File: src/rtl/sort_result_streamer_if.sv
`default_nettype none
// ============================================================================
// Module   : sort_result_streamer_if
// Brief    : Memory read port plus valid/ready output stream of the unloader.
// Revision : 1.0
// ============================================================================
interface sort_result_streamer_if #(
  parameter int DATA_W = 16,
  parameter int ADDR_W = 4
);
  logic              mem_rd_en;
  logic [ADDR_W-1:0] mem_rd_addr;
  logic [DATA_W-1:0] mem_rd_data;
  logic              out_valid;
  logic              out_ready;
  logic [DATA_W-1:0] out_data;
  logic              out_last;

  modport master (
    output mem_rd_en,
    output mem_rd_addr,
    input  mem_rd_data,
    output out_valid,
    input  out_ready,
    output out_data,
    output out_last
  );

  modport slave (
    input  mem_rd_en,
    input  mem_rd_addr,
    output mem_rd_data,
    input  out_valid,
    output out_ready,
    input  out_data,
    input  out_last
  );
endinterface
`default_nettype wire

File: src/rtl/sort_result_streamer.sv
`default_nettype none
// ============================================================================
// Module   : sort_result_streamer
// Brief    : Drains the sorted word memory onto a valid/ready stream, index 0 first.
// Revision : 1.0
// ============================================================================
module sort_result_streamer #(
  parameter int DATA_W = 16,
  parameter int DEPTH  = 10,
  parameter int ADDR_W = (DEPTH > 1) ? $clog2(DEPTH) : 1
) (
  input  logic                   clk,
  input  logic                   rst,          // active-low, asynchronous
  input  logic                   sort_done,
  sort_result_streamer_if.master bus,
  output logic                   busy,
  output logic                   stream_done
);

  localparam logic [ADDR_W-1:0] LAST_ADDR = ADDR_W'(DEPTH - 1);

  typedef enum logic [1:0] {
    ST_IDLE   = 2'd0,
    ST_STREAM = 2'd1,
    ST_DONE   = 2'd2
  } state_t;

  state_t            state;
  state_t            next_state;
  logic              r_sort_done_q;
  logic [ADDR_W-1:0] r_addr;
  logic              r_all_issued;
  logic              r_in_flight;
  logic              r_in_flight_last;
  logic [DATA_W-1:0] r_fifo_data [2];
  logic              r_fifo_last [2];
  logic              r_wr_ptr;
  logic              r_rd_ptr;
  logic [1:0]        r_count;

  logic              w_trigger;
  logic              w_pop;
  logic              w_rd_en;
  logic [2:0]        w_occupancy;

  assign w_trigger   = sort_done & ~r_sort_done_q;
  assign bus.out_valid = (r_count != 2'd0);
  assign bus.out_data  = r_fifo_data[r_rd_ptr];
  assign bus.out_last  = r_fifo_last[r_rd_ptr];
  assign w_pop       = bus.out_valid & bus.out_ready;
  // Slots already committed: buffered words plus the read returning next edge.
  assign w_occupancy = {1'b0, r_count} + {2'b00, r_in_flight} - {2'b00, w_pop};

  assign bus.mem_rd_en   = w_rd_en;
  assign bus.mem_rd_addr = r_addr;
  assign busy            = (state == ST_STREAM);
  assign stream_done     = (state == ST_DONE);

  always_comb begin
    next_state = state;
    w_rd_en    = 1'b0;
    case (state)
      ST_IDLE: begin
        if (w_trigger) next_state = ST_STREAM;
      end
      ST_STREAM: begin
        w_rd_en = ~r_all_issued & (w_occupancy < 3'd2);
        if (w_pop && bus.out_last) next_state = ST_DONE;
      end
      ST_DONE: begin
        next_state = ST_IDLE;
      end
      default: begin
        next_state = ST_IDLE;
      end
    endcase
  end

  always_ff @(posedge clk or negedge rst) begin
    if (!rst) begin
      state         <= ST_IDLE;
      r_sort_done_q <= 1'b0;
    end else begin
      state         <= next_state;
      r_sort_done_q <= sort_done;
    end
  end

  always_ff @(posedge clk or negedge rst) begin
    if (!rst) begin
      r_addr           <= '0;
      r_all_issued     <= 1'b0;
      r_in_flight      <= 1'b0;
      r_in_flight_last <= 1'b0;
    end else begin
      r_in_flight      <= w_rd_en;
      r_in_flight_last <= w_rd_en & (r_addr == LAST_ADDR);
      if (state != ST_STREAM) begin
        r_addr       <= '0;
        r_all_issued <= 1'b0;
      end else if (w_rd_en) begin
        // Hold at the final address rather than wrapping.
        if (r_addr == LAST_ADDR) r_all_issued <= 1'b1;
        else                     r_addr       <= r_addr + 1'b1;
      end
    end
  end

  always_ff @(posedge clk or negedge rst) begin
    if (!rst) begin
      r_fifo_data[0] <= '0;
      r_fifo_data[1] <= '0;
      r_fifo_last[0] <= 1'b0;
      r_fifo_last[1] <= 1'b0;
      r_wr_ptr       <= 1'b0;
      r_rd_ptr       <= 1'b0;
      r_count        <= 2'd0;
    end else begin
      if (r_in_flight) begin
        r_fifo_data[r_wr_ptr] <= bus.mem_rd_data;
        r_fifo_last[r_wr_ptr] <= r_in_flight_last;
        r_wr_ptr              <= ~r_wr_ptr;
      end
      if (w_pop) r_rd_ptr <= ~r_rd_ptr;
      case ({r_in_flight, w_pop})
        2'b10:   r_count <= r_count + 2'd1;
        2'b01:   r_count <= r_count - 2'd1;
        default: r_count <= r_count;
      endcase
    end
  end

endmodule
`default_nettype wire

File: src/flat_wrapper.sv
// flat-port wrapper written by rule: the top's interface ports become plain ports
module sort_result_streamer_flat 
#(
  parameter int DATA_W = 16,
  parameter int DEPTH  = 10,
  parameter int ADDR_W = (DEPTH > 1) ? $clog2(DEPTH) : 1
)
  (clk, rst, sort_done, busy, stream_done, bus_mem_rd_en, bus_mem_rd_addr, bus_mem_rd_data, bus_out_valid, bus_out_ready, bus_out_data, bus_out_last);
  sort_result_streamer_if #(.DATA_W(DATA_W), .ADDR_W(ADDR_W)) bus_i ();
  input  logic clk;
  input  logic rst;
  input  logic sort_done;
  output logic busy;
  output logic stream_done;
  output wire logic [$bits(bus_i.mem_rd_en)-1:0] bus_mem_rd_en;
  output wire logic [$bits(bus_i.mem_rd_addr)-1:0] bus_mem_rd_addr;
  input wire logic [$bits(bus_i.mem_rd_data)-1:0] bus_mem_rd_data;
  output wire logic [$bits(bus_i.out_valid)-1:0] bus_out_valid;
  input wire logic [$bits(bus_i.out_ready)-1:0] bus_out_ready;
  output wire logic [$bits(bus_i.out_data)-1:0] bus_out_data;
  output wire logic [$bits(bus_i.out_last)-1:0] bus_out_last;
  assign bus_mem_rd_en = bus_i.mem_rd_en;
  assign bus_mem_rd_addr = bus_i.mem_rd_addr;
  assign bus_i.mem_rd_data = bus_mem_rd_data;
  assign bus_out_valid = bus_i.out_valid;
  assign bus_i.out_ready = bus_out_ready;
  assign bus_out_data = bus_i.out_data;
  assign bus_out_last = bus_i.out_last;
  sort_result_streamer #(.DATA_W(DATA_W), .DEPTH(DEPTH), .ADDR_W(ADDR_W)) u_core (.clk(clk), .rst(rst), .sort_done(sort_done), .bus(bus_i), .busy(busy), .stream_done(stream_done));
endmodule
File: config.mk
export PLATFORM = sky130hd
export DESIGN_NAME = sort_result_streamer_flat
export DESIGN_NICKNAME = d
export VERILOG_FILES = /design/src/rtl/sort_result_streamer_if.sv /design/src/rtl/sort_result_streamer.sv /design/src/flat_wrapper.sv
export SDC_FILE = /design/constraint.sdc
export NUM_CORES = 1
export LEC_CHECK = 0
export ABC_AREA = 0
export CORE_MARGIN = 1.5
export CORE_UTILIZATION = 30
export DETAILED_ROUTE_END_ITERATION = 10
export GPL_TIMING_DRIVEN = 0
export PLACE_DENSITY = 0.62
export SYNTH_ARGS = -nofsm -noshare
export SYNTH_HDL_FRONTEND = slang
export SYNTH_SLANG_ARGS = --single-unit
File: constraint.sdc
create_clock -name clk -period 3.7 [get_ports clk]
set_input_delay 0.37 -clock clk [delete_from_list [all_inputs] [get_ports clk]]
set_output_delay 0.37 -clock clk [all_outputs]
set_load 0.005 [all_outputs]
* After elaboration in Yosys (flattened, before gate mapping)
Index checks and enable logic that the tools add are counted.
** Word-level totals
- Bits in registers :: 48
- Logic and storage cells :: 74
** Operators by class
- $add $sub $neg :: 5
- Magnitude comparators :: 4
- Eq/ne operators :: 9
- Muxes and demuxes :: 23
- Bitwise logic cells :: 10
- Reductions and logical operators :: 10
** Operators by type and width (number)
- $mux 16 :: 4
- $bwmux 32 :: 1
- $demux 16 s1 :: 1
- $mux 4 :: 3
- $mux 1 :: 8
- $pmux 2 s2 :: 2
- $reduce_bool 2->1 :: 4
- $ne 2x1->1 const B :: 3
- $reduce_and 2->1 :: 3
- $add 4x1->4 const B :: 1
- $and 1x1->1 :: 4
- $eq 2x1->1 const B :: 2
- $eq 2x2->1 const B :: 2
- $eq 4x4->1 const B :: 1
- $ge 2x2->1 const B :: 2
- $mux 2 :: 2
- $not 1->1 :: 4
- $not 1->2 :: 2
- $add 2x1->3 :: 1
- $lt 3x2->1 const B :: 1
- $sub 3x1->3 :: 1
- $add 2x1->2 const B :: 1
- $bwmux 2 :: 1
- $logic_and 1x1->1 :: 2
- 5 further kinds :: 5

* Logic depth before layout (Yosys ltp)
Gate-level depths: netlist of run 1.
- Depth in word-level cells :: 8
- Mapped depth :: 8
- Mapped depth without buffers :: 8

* Worst setup path after synthesis of run 1
No wires, ideal clock.
- Kind :: register to register
- From :: register u_core.r_count[1]
- To :: register u_core.r_addr[0], in the netlist u_core.bus.mem_rd_addr[0]
- Setup time :: 0.078 ns
- Arrival :: 2.644 ns
- Slack :: 0.979 ns
- Cell stages (with the launch flop) :: 9
- Path buffers :: 0
- Clock period less this slack :: 2.721 ns
- Cells stage by stage :: dfrtp_1 > o21ai_0 > inv_1 > ha_1 > nand2b_1 > fa_1 > nand2b_1 > or4_1 > a21oi_1
** Between the ends
- Longest elaborated chain between the ends :: 8
- Elaborated cells on any way between the ends :: 9
- Those cells by class :: add/sub: 2; order compare: 1; mux: 1; bitwise: 2; reduce/logical: 3
** RTL lines
- start, declared :: RTL line sort_result_streamer.sv:39 : logic [1:0] r_count;
- start signal, assigned :: RTL line sort_result_streamer.sv:126 : 2'b10: r_count <= r_count + 2'd1;
- start signal, assigned :: RTL line sort_result_streamer.sv:127 : 2'b01: r_count <= r_count - 2'd1;
- start signal, assigned :: RTL line sort_result_streamer.sv:128 : default: r_count <= r_count;
- $reduce_bool 2->1 :: RTL line sort_result_streamer.sv:47 : assign bus.out_valid = (r_count != 2'd0);
- $and 1x1->1 :: RTL line sort_result_streamer.sv:50 : assign w_pop = bus.out_valid & bus.out_ready;
- net u_core.w_pop :: RTL line sort_result_streamer.sv:42 : logic w_pop;
- $sub 3x1->3 :: RTL line sort_result_streamer.sv:52 : assign w_occupancy = {1'b0, r_count} + {2'b00, r_in_flight} - {2'b00, w_pop};
- $lt 3x2->1 :: RTL line sort_result_streamer.sv:67 : w_rd_en = ~r_all_issued & (w_occupancy < 3'd2);
- $and 1x1->1 :: RTL line sort_result_streamer.sv:67
- $mux 1 :: RTL line sort_result_streamer.sv:62 : case (state)
- $reduce_bool 2->1 (no line)
- $reduce_and 2->1 (no line)
- end signal, assigned :: RTL line sort_result_streamer.sv:104 : else r_addr <= r_addr + 1'b1;
- end, declared :: RTL line sort_result_streamer.sv:31 : logic [ADDR_W-1:0] r_addr;
The timed path passes the listed nets, and every way through them passes these cells.
A chain may end at the register's enable or synchronous reset.

* Worst setup path after layout of run 1
- From :: register u_core.r_count[1]
- To :: output port bus_mem_rd_en
** Between the ends
- Longest elaborated chain between the ends :: 6
- Elaborated cells on any way between the ends :: 7
- Those cells by class :: add/sub: 2; order compare: 1; mux: 1; bitwise: 2; reduce/logical: 1
** RTL lines
- $reduce_bool 2->1 :: RTL line sort_result_streamer.sv:47
- $and 1x1->1 :: RTL line sort_result_streamer.sv:50
- net u_core.w_pop :: RTL line sort_result_streamer.sv:42
- $sub 3x1->3 :: RTL line sort_result_streamer.sv:52
- $lt 3x2->1 :: RTL line sort_result_streamer.sv:67
- $and 1x1->1 :: RTL line sort_result_streamer.sv:67
- $mux 1 :: RTL line sort_result_streamer.sv:62
- end, declared :: RTL line flat_wrapper.sv:15 : output wire logic [$bits(bus_i.mem_rd_en)-1:0] bus_mem_rd_en;
The timed path passes the listed nets, and every way through them passes these cells.

==> results of run 1 <==
==> report_power, final <==
part | switching [mW] | internal [mW] | total, mW
sequential | 0.142 | 0.763 | 0.905
combinational | 0.462 | 0.763 | 1.23
clock | 0.170 | 0.201 | 0.371
total | 0.775 | 1.73 | 2.50
==> flip-flops by register name, summed over array words and instances, names as in the netlist <==
name                     count
u_core.state                 2
u_core.r_in_flight_last      1
u_core.r_all_issued          1
u_core.r_sort_done_q         1
u_core.r_wr_ptr              1
u_core.r_fifo_data          32
u_core.r_count               2
u_core.r_rd_ptr              1
u_core.bus.mem_rd_addr       4
u_core.r_in_flight           1
u_core.r_fifo_last           2
==> critical path: cells and delay by family (launching register included) <==
kind | cells | cell delay [ns]
and+or+nand+nor | 4 | 0.60
AOI/OAI and AO/OA | 1 | 0.23
buffers and inverters | 2 | 0.61
adders and majority gates | 2 | 0.86
DFF | 1 | 0.49
==> final timing paths <==
kind                            cells past startpoint                   endpoint
worst max-delay path                                9              bus_mem_rd_en
worst min-delay path                                1      u_core.r_fifo_data[9]
worst max register to register                      8  u_core.bus.mem_rd_addr[0]
worst min register to register                      1            u_core.state[0]
max in group asynchronous                           2          u_core.r_count[1]
min in group clk                                    1            u_core.state[0]
==> cell type report <==
| class | count | area (um^2) | share of cell area [%] |
|---|---|---|---|
| Buffer | 5 | 26.3 | 0.919 |
| Clock buffer | 6 | 72.6 | 2.54 |
| Clock inverter | 2 | 35.0 | 1.22 |
| Inverter | 6 | 22.5 | 0.787 |
| Multi-Input combinational cell | 96 | 926 | 32.4 |
| Sequential cell | 48 | 1200 | 42.0 |
| Tap cell | 96 | 120 | 4.20 |
| Timing Repair Buffer | 45 | 455 | 15.9 |
==> through the flow <==
| step | hold slack, ns | instances |
|---|---|---|
| 6_report | 0.0637 | 304 |
| 5_1_grt | 0.0929 | 304 |
| 4_1_cts | 0.0711 | 304 |
| 3_5_place_dp | 0.405 | 296 |
| 3_3_place_gp | 0.424 | 295 |
| 2_1_floorplan | 0.0744 | 155 |
==> kinds of logic after synthesis <==
family                   synth area share (%)
AO/OA/AOI/OAI                            3.77
XOR/XNOR                                 2.85
adder cells (fa/ha/maj)                  3.25
buffers and inverters                    2.26
flip-flops                               55.7
multiplexers                             26.6
AND/OR/NAND/NOR                          5.52
==> cells in the final DEF (no fill, tap or decap), types with 3 or more instances in the layout <==
cell type,netlist,final
xor2_1,3,3
buf_2,3,4
clkbuf_8,0,5
clkdlybuf4s50_1,0,43
ha_1,4,4
a21oi_1,5,5
mux2_2,50,50
nand2b_1,3,3
xnor2_1,4,3
dfrtp_1,48,47
inv_1,6,6
o31ai_1,3,3
==> what timing repair did <==
| action | 4_1_cts | 5_1_grt |
|---|---|---|
| setup buffers | 0 | 0 |
| hold buffers | 0 | 0 |
| resized for setup | 2 | 4 |
| endpoints found under the setup margin | 1 | 1 |
==> per-layer routing <==
metal | part of all wire, % | up-vias | GRT usage (%)
li1 | - | 652 | -
met1 | 50 | 671 | 15.2
met2 | 45 | 32 | 17.6
met3 | 4.3 | 7 | 2.73
met4 | 1.4 | 0 | 5.19
met5 | 0 | - | 0
==> run metrics, run 1 <==
status completed; width of the die 87.7 um; PwrDens 874 nW/um^2; Critical Path RT 3.33 ns; Vias/cell 4.48; peak supply drop 0.000361 V; H-tree depth 2; Leak 1.18 nW; Top Ports 45; routed len/inst 13.0 um; maxcap violations 0; nets@finish 232; Synth Register Bits 48; Mapped Area 2150 um^2; area delta synth->final 32.8%; TritonCTS clock tree yes; Crit. Startpoint u_core.r_count[1]; worst setup path class reg -> out; syn avg cell area 13.9 um^2; Crit path largest cell delay 0.52 ns; startpoint types flop; main area contributors after synthesis dfrtp_1 (56%), mux2_2 (26%), ha_1 (2.3%); unrepaired setup endpoints after global routing false; Crit Path Max Fanout 6; fmax 290 MHz; die height 87.7 um; Slew headroom 61.3%; PortBufs 44; die area 7700 um^2; Core Util, Final 41.6%; Layout fillers 662; number of synthesized flops with an enable pin 0; top-count cell post-synth mux2_2; Cell Area, Placed 2730 um^2; clk_skew 0.00786 ns; top_reg_cell synth dfrtp_1; Final Hold Fails 0; GRT Overall Usage 11.4%; cell row count 30; min Tclk post-route 3.44 ns; Setup Viol. Count Final 0; DRC errors left 0; R2R setup slack 0.97 ns; synth unique cells 30; clock root buffer clkbuf_8; Slew @ Worst Pin 0.580 ns; initial DRC count 26; Yosys warning total 0; initial antenna violation count 0; clk sinks 48; syn nets 180; Hold Crit Class in -> async; layout cells sized above 1 33.7%; Final Slew Violations 0; largest net degree at the start of global routing 26; PnR worst setup slack 0.256 ns; CP Data Arrival Time 3.07 ns; final setup TNS 0 ns; Num CTS Buffers 5; starting utilization of the core area 31.4%; GP Congestion 0.766; vias 1362; vias in the first global route 1404; core footprint 6870 um^2; Tot Pwr 2.50 mW; CP Cell Sequence o21ai_4 -> inv_1 -> ha_1 -> nand2b_1 -> fa_1 -> nor2b_1 -> nand2_1 -> nor2_2 -> clkdlybuf4s50_1; DP Worst Slack 0.0755 ns; first-pass GRT wire length 6.68 mm; Yosys top cell area share 55.7%; Clock Path Buffers 2; cell taking the most area after synthesis dfrtp_1; Antenna diodes 0; clk slew on worst S/H paths 0.09 ns; Overflow after GRT 0; Clk Latency, worst-skew pair 0.30 ns; Worst R2R Start u_core.r_count[1]; post-synthesis cell count 155; async set-or-reset flop fraction in the synthesized netlist 100%; Crit. End Element output pin; first-pass iteration count of the detailed router 4; period utilization 93.1%; number of routed nets with antenna violations 0; fin area 2860 um^2; critical path's slowest cell fa_1; WL final 3.95 mm; Post-synth top cells mux2_2 (50), dfrtp_1 (48), inv_1 (6); Seq/Total Area, Yosys 55.7%; dpl hpwl 2.77 mm
No activity file was read; power rests on OpenSTA's default activity.
==> run 2: changes to the inputs <==
--- a/config.mk
+++ b/config.mk
@@ -11,6 +11,7 @@
 export DETAILED_ROUTE_END_ITERATION = 10
 export GPL_TIMING_DRIVEN = 0
 export PLACE_DENSITY = 0.62
+export SLEW_MARGIN = 25
 export SYNTH_ARGS = -nofsm -noshare
 export SYNTH_HDL_FRONTEND = slang
 export SYNTH_SLANG_ARGS = --single-unit
==> run 2 against run 1 <==
  * Clock skew shrank 0.0036 ns
  * Combinational power about the same
  * Sequential cell count unchanged
  * Non-clock buffer count decreased by 1
  * Worst hold slack gained 0.018 ns
  * First-iteration DRC count is 31% higher
  * Worst setup slack worse by 0.023 ns
  * Critical path depth did not move
  * Largest cell class unchanged
==> run metrics, run 2 (synthesis results as in run 1) <==
Slew @ Worst Pin 0.624 ns (+0.0434 ns); peak supply drop 0.000347 V (-3.8%); DRC errors left 0 (unchanged); Crit Path Max Fanout 5 (-1); critical path's slowest cell clkdlybuf4s50_1; vias in the first global route 1408 (+0.28%); clk slew on worst S/H paths 0.08 ns (about the same); GRT Overall Usage 11.6% (+0.12 points); initial DRC count 34 (+31%); unrepaired setup endpoints after global routing false; sw frac 31.7% (+0.74 points); Num CTS Buffers 5 (unchanged); die height 87.7 um (unchanged); CTS Hold Bufs 0 (unchanged); Comb pwr share 50.4% (+1.4 points); Tot Pwr 2.42 mW (-3.3%); Slew headroom 58.4% (-2.9 points); Top Ports 45 (unchanged); R2R setup slack 0.99 ns (+0.02 ns); routed len/inst 13.2 um (+1.4%); maxcap violations 0 (unchanged); Clk pwr share 12.1% (-2.7 points); PwrDens 860 nW/um^2 (-1.6%); Crit. End Element output pin; nets@finish 231 (-0.43%); Critical Path RT 3.33 ns (about the same); clk sinks 48 (unchanged); Setup Viol. Count Final 0 (unchanged); number of routed nets with antenna violations 0 (unchanged); most frequent cells in the layout mux2_2 (50), dfrtp_1 (47), clkdlybuf4s50_1 (43); vias 1372 (+0.73%); sequential power share 37.5% (+1.3 points); PortBufs 44 (unchanged); largest net degree at the start of global routing 49 (+88%); GP Congestion 0.766 (unchanged); core footprint 6870 um^2 (unchanged); WL final 3.98 mm (+0.71%); dpl hpwl 2.69 mm (-2.9%); CP Cell Sequence o21ai_4 -> inv_1 -> ha_1 -> nand2b_1 -> fa_1 -> nor2b_1 -> nand2_1 -> nor2_1 -> clkdlybuf4s50_1; Final Hold Fails 0 (unchanged); register area 1200 um^2 (unchanged); CP Data Arrival Time 3.10 ns (+0.03 ns); starting utilization of the core area 31.4% (unchanged); Worst R2R Start u_core.r_count[0]; layout cells sized above 1 32.5% (-1.1 points); Switch Pwr 767 uW (-1.0%); Multi-input gate area 923 um^2 (-0.27%); Clk Latency, worst-skew pair 0.29 ns (about the same); Most flops, register u_core.r_fifo_data; period utilization 93.7% (+0.62 points); TritonCTS clock tree yes; width of the die 87.7 um (unchanged); fmax 288 MHz (-0.66%); worst setup path class reg -> out; commonest non-fill, non-tap cell in the layout mux2_2; P_int 1.65 mW (-4.4%); area delta synth->final 30.4%; clk_skew 0.00425 ns (-0.00361 ns); Hold Crit Class in -> async; Leak 1.16 nW (-1.9%); Overflow after GRT 0 (unchanged); min Tclk post-route 3.47 ns (+0.0229 ns); reg-to-reg endpoint u_core.bus.mem_rd_addr[0]; Vias/cell 4.54 (+1.4%); Clock Path Buffers 2 (unchanged); initial antenna violation count 0 (unchanged); Crit path largest cell delay 0.53 ns (about the same); H-tree depth 2 (unchanged); final setup TNS 0 ns (unchanged); Post-CTS Setup Inserts 0 (unchanged); cell row count 30 (unchanged); Antenna diodes 0 (unchanged); Layout fillers 665 (+0.45%); max FFs per register 32 (unchanged); first-pass iteration count of the detailed router 3 (-1); clock root buffer clkbuf_8; Final Slew Violations 0 (unchanged); first-pass GRT wire length 6.84 mm (+2.5%); status completed; R2R depth 8 (unchanged); startpoint types flop; die area 7700 um^2 (unchanged)
[run 2: how the worst max path moves through the flow]
stage / end / from / slack, ns / cells after the start
floorplan: u_core.bus.mem_rd_addr[0] / u_core.r_count[1] / 0.98 / 8
global placement: bus_mem_rd_en / u_core.r_count[1] / 0.06 / 9
detailed placement: bus_mem_rd_en / u_core.r_count[1] / 0.09 / 9
CTS: bus_mem_rd_en / u_core.r_count[1] / 0.08 / 9
global route: bus_mem_rd_en / u_core.r_count[0] / 0.01 / 9
finish: bus_mem_rd_en / u_core.r_count[0] / 0.23 / 9
[run 2: per-stage QoR]
stage | utilization (%) | area (um^2) | std cells | worst slack [ns] | hold slack (ns)
4_1_cts | 40.7 | 2790 | 302 | 0.0838 | 0.101
2_1_floorplan | - | 2150 | 155 | 0.979 | 0.0744
6_report | 40.9 | 2810 | 302 | 0.233 | 0.0819
3_5_place_dp | 39.5 | 2710 | 295 | 0.0900 | 0.433
5_1_grt | 40.9 | 2810 | 302 | 0.0116 | 0.125
3_3_place_gp | 39.5 | 2720 | 295 | 0.0582 | 0.424
[run 2: what timing repair did]
| item | CTS | global route |
|---|---|---|
| setup endpoints to repair | 1 | 1 |
| pin swaps | 0 | 1 |
| resized for setup | 2 | 3 |
| gates cloned | 0 | 0 |
[run 2: cell type report]
class	count	share of cell area [%]
Clock inverter	1	0.178
Sequential cell	48	42.8
Multi-Input combinational cell	96	32.9
Timing Repair Buffer	44	15.6
Buffer	5	0.935
Clock buffer	6	2.58
Tap cell	96	4.27
Inverter	6	0.801
[run 2: routing by layer]
metal	global-route usage [%]	share of wire, %	vias to the layer above
met5	0	0	-
met4	3.46	1.0	0
met3	3.30	4.8	4
met2	18.0	44	33
met1	15.6	50	687
li1	-	-	648
[run 2: critical path, delay by kind of cell, from the launching register on]
kind / cells / cell delay, ns
DFF: 1 / 0.46
and+or+nand+nor: 4 / 0.63
AOI/OAI and AO/OA: 1 / 0.24
adders and majority gates: 2 / 0.86
buffers and inverters: 2 / 0.62
[run 2: power by group through the flow]
stage / combinational [mW] / sequential, mW / clock, mW
CTS: 1.23 / 0.900 / 0.317
global placement: 1.21 / 0.901 / 0
global route: 1.35 / 0.944 / 0.338
finish: 1.22 / 0.905 / 0.294
detailed placement: 1.22 / 0.908 / 0
floorplan: 0.727 / 0.875 / 0
